### config.mk
export PLATFORM = sky130hd
export DESIGN_NAME = add_seq
export DESIGN_NICKNAME = d
export VERILOG_FILES = /design/src/rtl/add_seq.sv
export SDC_FILE = /design/constraint.sdc
export NUM_CORES = 1
export LEC_CHECK = 0
export BUFFER_PORTS_ARGS = -buffer_cell sky130_fd_sc_hd__buf_2
export CORE_AREA = 2 2 116 146
export CTS_CLUSTER_DIAMETER = 100
export DETAILED_ROUTE_END_ITERATION = 7
export DIE_AREA = 0 0 118 148
export HOLD_SLACK_MARGIN = 0.05
export PLACE_DENSITY = 0.81
export SLEW_MARGIN = 20
export SYNTH_ARGS = -nofsm -noshare
export SYNTH_HDL_FRONTEND = slang
export SYNTH_SLANG_ARGS = --single-unit
### constraint.sdc
create_clock -name clk -period 5.1 [get_ports clk]
set_input_delay 1.02 -clock clk [delete_from_list [all_inputs] [get_ports clk]]
set_output_delay 1.02 -clock clk [all_outputs]
set_load 0.005 [all_outputs]
### src/rtl/add_seq.sv
// Multi-precision add/subtract sequencer: one 16-bit adder slice per cycle, LSW first.
// Optional signed-overflow output is enabled by defining ADD_SEQ_OVF_EN.
module add_seq #(
    parameter int NWORDS = 4,
    localparam int W = 16 * NWORDS
) (
    input  logic         clk,
    input  logic         rst,
    input  logic         in_valid,
    output logic         in_ready,
    input  logic [W-1:0] op_a,
    input  logic [W-1:0] op_b,
    input  logic         sub,
    output logic         out_valid,
    input  logic         out_ready,
    output logic [W-1:0] result,
    output logic         cout
`ifdef ADD_SEQ_OVF_EN
    ,
    output logic         ovf
`endif
);

    localparam int IW = (NWORDS > 1) ? $clog2(NWORDS) : 1;
    localparam logic [IW-1:0] LAST_IDX = IW'(NWORDS - 1);

    typedef enum logic [1:0] {
        IDLE = 2'd0,
        RUN  = 2'd1,
        DONE = 2'd2
    } state_t;

    state_t        state_reg;
    state_t        state_next;

    logic [W-1:0]  a_reg;
    logic [W-1:0]  b_reg;
    logic          carry_reg;
    logic [IW-1:0] idx_reg;
    logic          cout_reg;

    logic          accept;
    logic          step;
    logic          last;

    logic [15:0]   a_words [NWORDS];
    logic [15:0]   b_words [NWORDS];
    logic [15:0]   res_word_reg [NWORDS];

    logic [15:0]   add_a;
    logic [15:0]   add_b;
    logic [15:0]   add_sum;
    logic          add_co;

    assign last = (idx_reg == LAST_IDX);

    // ------------------------------------------------------------------
    // Control FSM
    // ------------------------------------------------------------------
    always_ff @(posedge clk) begin
        if (rst) begin
            state_reg <= IDLE;
        end else begin
            state_reg <= state_next;
        end
    end

    always_comb begin
        state_next = state_reg;
        in_ready   = 1'b0;
        out_valid  = 1'b0;
        accept     = 1'b0;
        step       = 1'b0;
        case (state_reg)
            IDLE: begin
                in_ready = 1'b1;
                if (in_valid) begin
                    accept     = 1'b1;
                    state_next = RUN;
                end
            end
            RUN: begin
                step = 1'b1;
                if (last) begin
                    state_next = DONE;
                end
            end
            DONE: begin
                // No same-cycle accept here: in_ready only returns in IDLE.
                out_valid = 1'b1;
                if (out_ready) begin
                    state_next = IDLE;
                end
            end
            default: begin
                state_next = IDLE;
            end
        endcase
    end

    // ------------------------------------------------------------------
    // Slice selection and the shared 16-bit adder
    // ------------------------------------------------------------------
    generate
        for (genvar gi = 0; gi < NWORDS; gi++) begin : g_words
            assign a_words[gi] = a_reg[16*gi +: 16];
            assign b_words[gi] = b_reg[16*gi +: 16];
        end
    endgenerate

    assign add_a = a_words[idx_reg];
    assign add_b = b_words[idx_reg];

    always_comb begin : add16
        logic [16:0] full;
        full    = {1'b0, add_a} + {1'b0, add_b} + {16'd0, carry_reg};
        add_sum = full[15:0];
        add_co  = full[16];
    end

    // ------------------------------------------------------------------
    // Operand latch, carry chain and index
    // ------------------------------------------------------------------
    always_ff @(posedge clk) begin
        if (rst) begin
            a_reg     <= '0;
            b_reg     <= '0;
            carry_reg <= 1'b0;
            idx_reg   <= '0;
            cout_reg  <= 1'b0;
        end else begin
            if (accept) begin
                // Subtraction reuses the adder as A + ~B + 1.
                a_reg     <= op_a;
                b_reg     <= sub ? ~op_b : op_b;
                carry_reg <= sub;
                idx_reg   <= '0;
            end
            if (step) begin
                carry_reg <= add_co;
                if (last) begin
                    cout_reg <= add_co;
                end else begin
                    idx_reg <= idx_reg + 1'b1;
                end
            end
        end
    end

    // Each result slice is its own register, written only on its turn.
    generate
        for (genvar gi = 0; gi < NWORDS; gi++) begin : g_result
            always_ff @(posedge clk) begin
                if (rst) begin
                    res_word_reg[gi] <= '0;
                end else if (step && (idx_reg == IW'(gi))) begin
                    res_word_reg[gi] <= add_sum;
                end
            end
            assign result[16*gi +: 16] = res_word_reg[gi];
        end
    endgenerate

    assign cout = cout_reg;

`ifdef ADD_SEQ_OVF_EN
    logic ovf_reg;

    // Captured on the final slice, using that slice's fresh sign bit.
    always_ff @(posedge clk) begin
        if (rst) begin
            ovf_reg <= 1'b0;
        end else if (step && last) begin
            ovf_reg <= (a_reg[W-1] == b_reg[W-1]) && (add_sum[15] != a_reg[W-1]);
        end
    end

    assign ovf = ovf_reg;
`endif

endmodule

* After elaboration in Yosys (flattened, before gate mapping) *
Memories as Yosys holds them, arrays and structs flattened.
Index checks and enable logic that the tools add are counted.

cells by class
  $add $sub $neg = 3
  multipliers = 0
  div/mod/pow operators = 0
  $lt $le $gt $ge = 1
  equal/unequal tests = 8
  shift operators = 0
  multiplexer cells = 39
  bitwise logic cells = 6
  reductions and logical operators = 9

operators with widths
  operator                                                          count
  16-bit 2-to-1 mux                                                 8
  16-bit binary-select mux with 2-bit select                        2
  64-bit 2-to-1 mux                                                 1
  64-bit inverter                                                   1
  1-bit 2-to-1 mux                                                  21
  16-bit by 16-bit adder with 17-bit output                         1
  17-bit by 1-bit adder with 17-bit output                          1
  2-bit 2-to-1 mux                                                  6
  2-bit == test (second input constant)                             3
  2-bit inequality test (second input constant)                     3
  2-bit case mux with 3 select lines                                1
  2-bit by 1-bit == test with 1-bit output (second input constant)  2
  1-bit logical AND                                                 4
  2-bit logical NOT                                                 2
  1-bit bitwise OR                                                  4
  3-bit >= comparator (second input constant)                       1
  2-bit inverter with 3-bit output                                  1
  3-bit AND reduction                                               1
  2-bit by 1-bit adder with 2-bit output (second input constant)    1
  2-bit AND reduction                                               1
  2-bit nonzero test                                                1

word-level totals
  bits in registers = 134
  latch bits = 0
  memory bits (writable) = 64
  memory bits (read-only) = 0
  bits of input ports = 133
  output and inout bits = 67
  word-level logic and storage cells = 73
  memories = 1

memory list
  name          depth  bits a word  read ports  clocked after Yosys merged registers in  wr ports  RTL line  RTL
  res_word_reg  4      16           4           0                                        4         48        logic [15:0] res_word_reg [NWORDS];

* Depth between registers and ports, before layout *
Gate-level depths: netlist of the first run.

  depth in word-level cells = 7
  mapped depth = 11
  gate-level depth less buffers = 8

* Worst setup path before layout of the first run *
No wires, ideal clock.

  path type = flip-flop to flip-flop
  start = register idx_reg[0]
  end = memory res_word_reg[1][14], data pin
  library setup time = 0.269 ns
  data arrival time = 2.978 ns
  required time = 4.831 ns
  slack = 1.853 ns
  cell stages (with the launch flop) = 11
  path buffers = 2
  period minus slack after synthesis = 3.247 ns
  cell sequence = dfxtp_1 buf_2 buf_2 mux4_2 fa_1 fa_1 a21oi_1 o211ai_1 and3_4 o31ai_2 nor3_1

RTL lines
  element                 RTL line  RTL
  from (decl)             39        logic [IW-1:0] idx_reg;
  from (signal assigned)  144       idx_reg <= idx_reg + 1'b1;
  to (decl)               48

==> results of run 1 <==
## final timing paths
path	startpoint	end	cells after the start
worst max-delay path	idx_reg[1]	res_word_reg[1][10]	9
worst min-delay path	a_reg[13]	a_reg[13]	2
worst max register to register	idx_reg[1]	res_word_reg[1][10]	9
worst min register to register	a_reg[13]	a_reg[13]	2
## kinds of logic (layout without fill, tap and decap cells)
family / Yosys count / after routing / share of synthesized area
compound gates: 185 / 185 / 0.132
fa+ha+maj: 21 / 21 / 0.0299
simple gates: 311 / 311 / 0.147
xor+xnor: 71 / 71 / 0.0670
flops: 198 / 198 / 0.496
mux: 44 / 44 / 0.0906
buf+inv: 81 / 245 / 0.0376
## cell usage after synthesis (2+ instances only)
cell type,number
nand2_1,140
dfxtp_1,134
nor2_1,104
a21oi_1,78
xnor2_1,67
a211oi_1,64
edfxtp_1,64
buf_2,36
clkbuf_1,35
mux4_2,32
ha_1,19
nand3_1,17
mux2i_1,12
nor3_1,12
a21o_1,9
and3_1,9
inv_1,9
or2_2,9
o21ai_0,6
a21oi_2,5
nor4b_2,5
o21a_1,4
xor2_1,4
a31oi_2,3
a22oi_1,2
fa_1,2
nand2b_1,2
nand4_1,2
nor2b_1,2
o31a_1,2
or3_1,2
## power by group
group / total [mW] / internal, mW / switching, mW
registers: 1.79 / 1.73 / 0.0553
clock network: 1.32 / 0.694 / 0.631
logic: 0.606 / 0.253 / 0.353
## worst min-delay path: cells and delay by family (launching register included)
family | cells | cell delay, ps
and+or+nand+nor | 1 | 50
DFF | 1 | 310
AOI/OAI and AO/OA | 1 | 50
## layer usage
| layer | global-route usage | up-vias | part of all wire |
|---|---|---|---|
| met2 | 0.410 | 273 | 0.49 |
| met1 | 0.309 | 3336 | 0.42 |
| met4 | 0.132 | 0 | 0.041 |
| met5 | 0 | - | 0 |
| met3 | 0.0301 | 45 | 0.049 |
| li1 | - | 3522 | - |
## through the flow
step                      hold slack [ps]  setup slack, ps  instance area [um^2]
after global routing                  472             1070                 10900
after CTS                             457             1310                 10900
after detailed placement              447             1340                 10300
final                                 455             1320                 10900
after global placement                439             1420                 10300
after floorplan                       433             1850                  9280
## area by class of cell
type                            count  area share
Multi-Input combinational cell    632       0.399
Timing Repair Buffer              204      0.0969
Sequential cell                   198       0.423
Inverter                            9     0.00310
Clock buffer                       17      0.0391
Tap cell                          216      0.0248
Clock inverter                     15      0.0144
==> summary.md, run 1 <==
| Metric | Value |
|---|---|
| Status | completed |
| Worst slew margin | 0.342 |
| Max Slew Vio Count | 0 |
| Final period utilization | 0.741 |
| Pwr dens | between 300 and 400 nW/um^2 |
| Placed insts | 1259 |
| Crit end category | flip-flop |
| Hold Fails Final Rpt | 0 |
| Most frequent cells in the layout | buf_2 (197), nand2_1 (139), dfxtp_1 (132) |
| Fin Setup TNS | 0 ps |
| GR Overflow Total | 0 |
| Commonest non-fill, non-tap cell in the layout | buf_2 |
| Post-CTS setup buffer count | 0 |
| Core ar. | ~16000 um^2 |
| Synthesized area | approximately 9300 um^2 |
| Number of buffers added on ports | 199 |
| Worst EP required | 5370 ps |
| Post_cts resized | 0 |
| Max cap viols | 0 |
| Final Wtd Congestion | 0.889 |
| Layout Skew | 12.3 ps |
| Die Y | 148 um |
| Buf/Inv on CP | 1 |
| DRT Wirelength | roughly 22000 um |
| Number of distinct library cells after synthesis | 51 |
| Fraction of registers with async set/reset | 0 |
| Main synth FF type | dfxtp_1 |
| Critical Path Fanout Max | 22 |
| Vias in the first global route | 6672 |
| Antenna-violating nets left | 0 |
| Row cnt | 52 |
| Power Total | 3.72 mW |
| Hold-fix buffers, CTS | 0 |
| Die ar. | 17500 um^2 |
| Multi-input logic area | about 4300 um^2 |
| Largest net degree at the start of global routing | 118 |
| Synth Area per Inst | between 10 and 15 um^2 |
| Worst-Margin Slew | 987 ps |
| Non-filler cells, final | 1291 |
| DRC | 0 |
| CP arrival | 4050 ps |
| P&R area growth vs syn | 17.3% |
| Clock Root Buffer | clkbuf_16 |
| Fmax | roughly 260 MHz |
| Number of antenna violations at the first check in global routing | 0 |
| Cell with the largest stage delay on the worst path | dfxtp_2 |
| Post-synth EDFFs | 64 |
| Final critical-path required period | between 3000 and 4000 ps |
| Leak | 4.38 nW |
| Global-route wire length before repair | 33400 um |
| Sequential Area | 4610 um^2 |
| Layout Nets | 1216 |
| Mapped Cells | 911 |
| Half-perimeter wire length after placement | around 15000 um |
| Synth Register Bits | slightly below 200 |
| Synth top area share | 0.289 |
| Fill count | 1266 |
| Aggregate global-route resource usage | 0.244 |
| Reg-to-reg slack, setup | around 1300 ps |
| Clock Pin Slew Worst Setup and Hold Paths | about 80 ps |
| First-iteration detailed-routing DRC count | 556 |
| Wirelength per Cell | approximately 17 um |
| VDD IR max | 0.216 mV |
| Clock Latency Late Sink | between 400 and 500 ps |
| Worst path cell trace | buf_4 > mux4_2 > fa_1 > fa_1 > a21oi_1 > o211ai_1 > a311oi_1 > o21ai_0 > a21oi_1 |
| CTS tree | done |
| Crit path max-delay family | compound AO/OA/AOI/OAI gates |
| Diode count | 0 |
| Path type of the worst setup path | flip-flop to flip-flop |
| RSZ-0062 raised after global routing | false |
| CTS H-tree lvls | 4 |
| Setup-failing EPs final | 0 |
| Post-synthesis sequential area ratio | 0.496 |
| Vias per inst | 5.56 |
| CP Launch Type | flip-flop |
| Share of layout cells above drive strength 1 | 0.280 |
| IO Count | 200 |
| Core Util, Final | 0.677 |
| Syn. warnings | 0 |
| Deepest clock path buffer count | 2 |
| CTS sink count | a little under 200 |
| Synth top area cells | dfxtp_1 (29%), edfxtp_1 (21%), mux4_2 (7.8%) |
| Hold crit path type | flip-flop to flip-flop |
| Slowest Stage Delay on Critical Path | roughly 600 ps |
| Initial Utilization | 0.578 |
| Num CTS Buffers | 17 |
| Die extent in x | 118 um |
| Cell taking the most area after synthesis | dfxtp_1 |
| Syn nets | about 1100 |
| Router iterations before antenna repair | 5 |
| Vias | 7176 |
(Power assumes the default switching activity.)
==> run 2: changes to the inputs <==
--- a/config.mk
+++ b/config.mk
@@ -6,12 +6,12 @@
 export NUM_CORES = 1
 export LEC_CHECK = 0
 export BUFFER_PORTS_ARGS = -buffer_cell sky130_fd_sc_hd__buf_2
-export CORE_AREA = 2 2 116 146
+export CORE_AREA = 2 2 127 159
 export CTS_CLUSTER_DIAMETER = 100
 export DETAILED_ROUTE_END_ITERATION = 7
-export DIE_AREA = 0 0 118 148
+export DIE_AREA = 0 0 129 161
 export HOLD_SLACK_MARGIN = 0.05
-export PLACE_DENSITY = 0.81
+export PLACE_DENSITY = 0.72
 export SLEW_MARGIN = 20
 export SYNTH_ARGS = -nofsm -noshare
 export SYNTH_HDL_FRONTEND = slang
==> constraint.sdc (replaced) <==
create_clock -name clk -period 3.17 [get_ports clk]
set_input_delay 0.634 -clock clk [delete_from_list [all_inputs] [get_ports clk]]
set_output_delay 0.634 -clock clk [all_outputs]
set_load 0.005 [all_outputs]
==> summary.md, run 2 (synthesized netlist as in run 1, its figures left out) <==
| Metric | Value |
|---|---|
| Status | completed |
| IO Count | 200 |
| Vias | 7227 |
| VDD IR max | 0.376 mV |
| Die ar. | 20800 um^2 |
| CTS H-tree lvls | 4 |
| Layout Nets | between 1000 and 1500 |
| Clock power frac | 0.348 |
| Aggregate global-route resource usage | 0.219 |
| Switching power | between 1.5 and 2 mW |
| Die extent in x | 129 um |
| Fill count | 1667 |
| Deepest clock path buffer count | 2 |
| Pwr dens | 537 nW/um^2 |
| WHS | 436 ps |
| P&R area growth vs syn | 20.9% |
| Layout Skew | 8.87 ps |
| Num CTS Buffers | 17 |
| Vias per inst | 5.32 |
| Final instance area | roughly 11000 um^2 |
| Placed insts | approximately 1300 |
| Row cnt | 57 |
| Worst slew margin | 0.485 |
| Final period utilization | 0.960 |
| Leak | 4.48 nW |
| Commonest non-fill, non-tap cell in the layout | buf_2 |
| Power Total | roughly 6.0 mW |
| Hold crit path type | input pin to flip-flop |
| Combinational share of power | 0.176 |
| Clock Pin Slew Worst Setup and Hold Paths | around 70 ps |
| Global-route wire length before repair | 35300 um |
| Number of antenna violations at the first check in global routing | 0 |
| Initial Utilization | 0.480 |
| Sw frac | 0.279 |
| Final Wtd Congestion | 0.908 |
| Worst path cell trace | buf_12 > buf_4 > mux4_2 > ha_2 > a21o_1 > nand4_1 > a31oi_4 > o31a_1 > nor3_1 |
| Worst-Margin Slew | 773 ps |
| RSZ-0062 raised after global routing | false |
| Placed instance area | 10500 um^2 |
| Fin Setup TNS | 0 ps |
| Worst EP required | 3320 ps |
| Slowest Stage Delay on Critical Path | 480 ps |
| Diode count | 0 |
| Wirelength per Cell | 16.6 um |
| CP Launch Type | flip-flop |
| Final critical-path required period | 3040 ps |
| Most frequent cells in the layout | buf_2 (197), nand2_1 (139), dfxtp_1 (132) |
| Fmax | 329 MHz |
| GR Overflow Total | 0 |
| Final worst setup slack | 128 ps |
| Pre-CTS setup slack | -122 ps |
| Non-filler cells, final | 1358 |
| Vias in the first global route | 6781 |
| First-iteration detailed-routing DRC count | between 500 and 600 |
| Clock Latency Late Sink | 430 ps |
| Critical Path Fanout Max | 22 |
| DRT Wirelength | 22500 um |
| Crit end category | flip-flop |
| Max cap viols | 0 |
| CP arrival | 3200 ps |
| Crit path max-delay family | compound AO/OA/AOI/OAI gates |
| Largest net degree at the start of global routing | 83 |
| CTS sink count | 198 |
| Antenna-violating nets left | 0 |
| Hold Crit Start | op_a[24] |
| Share of layout cells above drive strength 1 | 0.298 |
| Int Pwr | 4.34 mW |
| Critical path launch point | idx_reg[1] |
| CTS tree | done |
| Sequential power share | 0.476 |
| Number of buffers added on ports | 199 |
| R2R Path Start | idx_reg[1] |
| Path type of the worst setup path | flip-flop to flip-flop |
| Setup-failing EPs final | 0 |
| Router iterations before antenna repair | 6 |
| Die Y | 161 um |
| Cell with the largest stage delay on the worst path | ha_2 |
| Core ar. | 19300 um^2 |
| Max Slew Vio Count | 0 |
| Hold Fails Final Rpt | 0 |
| Clock Root Buffer | clkbuf_16 |
| DRC | 0 |
| Half-perimeter wire length after placement | 16600 um |
| Hold-fix buffers, CTS | 0 |
| Core Util, Final | 0.581 |
| Buf/Inv on CP | 2 |
run 2: cell types whose count changed in the layout (fill, tap and decap cells not counted), moves of 3 or more:
cell        before  now
buf_12           1    6
a21oi_4          0    3
clkinvlp_4       1    5
buf_4            5   18
run 2: power groups by stage:
| stage | Clock, mW | Combinational [mW] | Sequential [mW] |
|---|---|---|---|
| 6_report | 2.09 | 1.06 | 2.87 |
| 2_1_floorplan | 0 | 0.680 | 2.90 |
| 5_1_grt | 2.22 | 1.16 | 2.89 |
| 3_3_place_gp | 0 | 0.999 | 2.92 |
| 4_1_cts | 2.11 | 1.03 | 2.87 |
| 3_5_place_dp | 0 | 1.02 | 2.93 |
run 2: timing repair:
action                                  CTS  global route
resized for setup                         4            13
pin swaps                                 0             5
endpoints found under the setup margin   15            23
hold endpoints to repair                  0             0
setup buffers                             0             4
run 2: worst min-delay path, cell delays in order:
cell,delay (ps)
buf_2,100
nand2_1,50
a21oi_1,50
run 2: cell type report:
| cell class | count | area [um^2] | area share |
|---|---|---|---|
| sequential | 198 | 4610 | 0.411 |
| multi-input combinational | 632 | 4430 | 0.394 |
| timing repair buffer | 222 | 1250 | 0.112 |
| clock buffer | 17 | 425 | 0.0379 |
| tap | 265 | 332 | 0.0295 |
| clock inverter | 15 | 145 | 0.0129 |
| inverter | 9 | 33.8 | 0.00301 |
run 2: path summary, 6_finish.rpt:
check        cells past startpoint                   to  slack (ps)
max reg2reg                      9  res_word_reg[0][12]         130
min reg2reg                      2            a_reg[55]         460
min                              3            a_reg[24]         440
max                              9  res_word_reg[0][12]         130
run 2: routing by layer:
layer  up-vias  track usage  part of all wire  wire (um)
met1      3401        0.287              0.43       9670
met2       234        0.369              0.50      11200
li1       3562            -                 -          -
met3        30       0.0341             0.045       1010
met4         0       0.0776             0.029        651
met5         -            0                 0          0
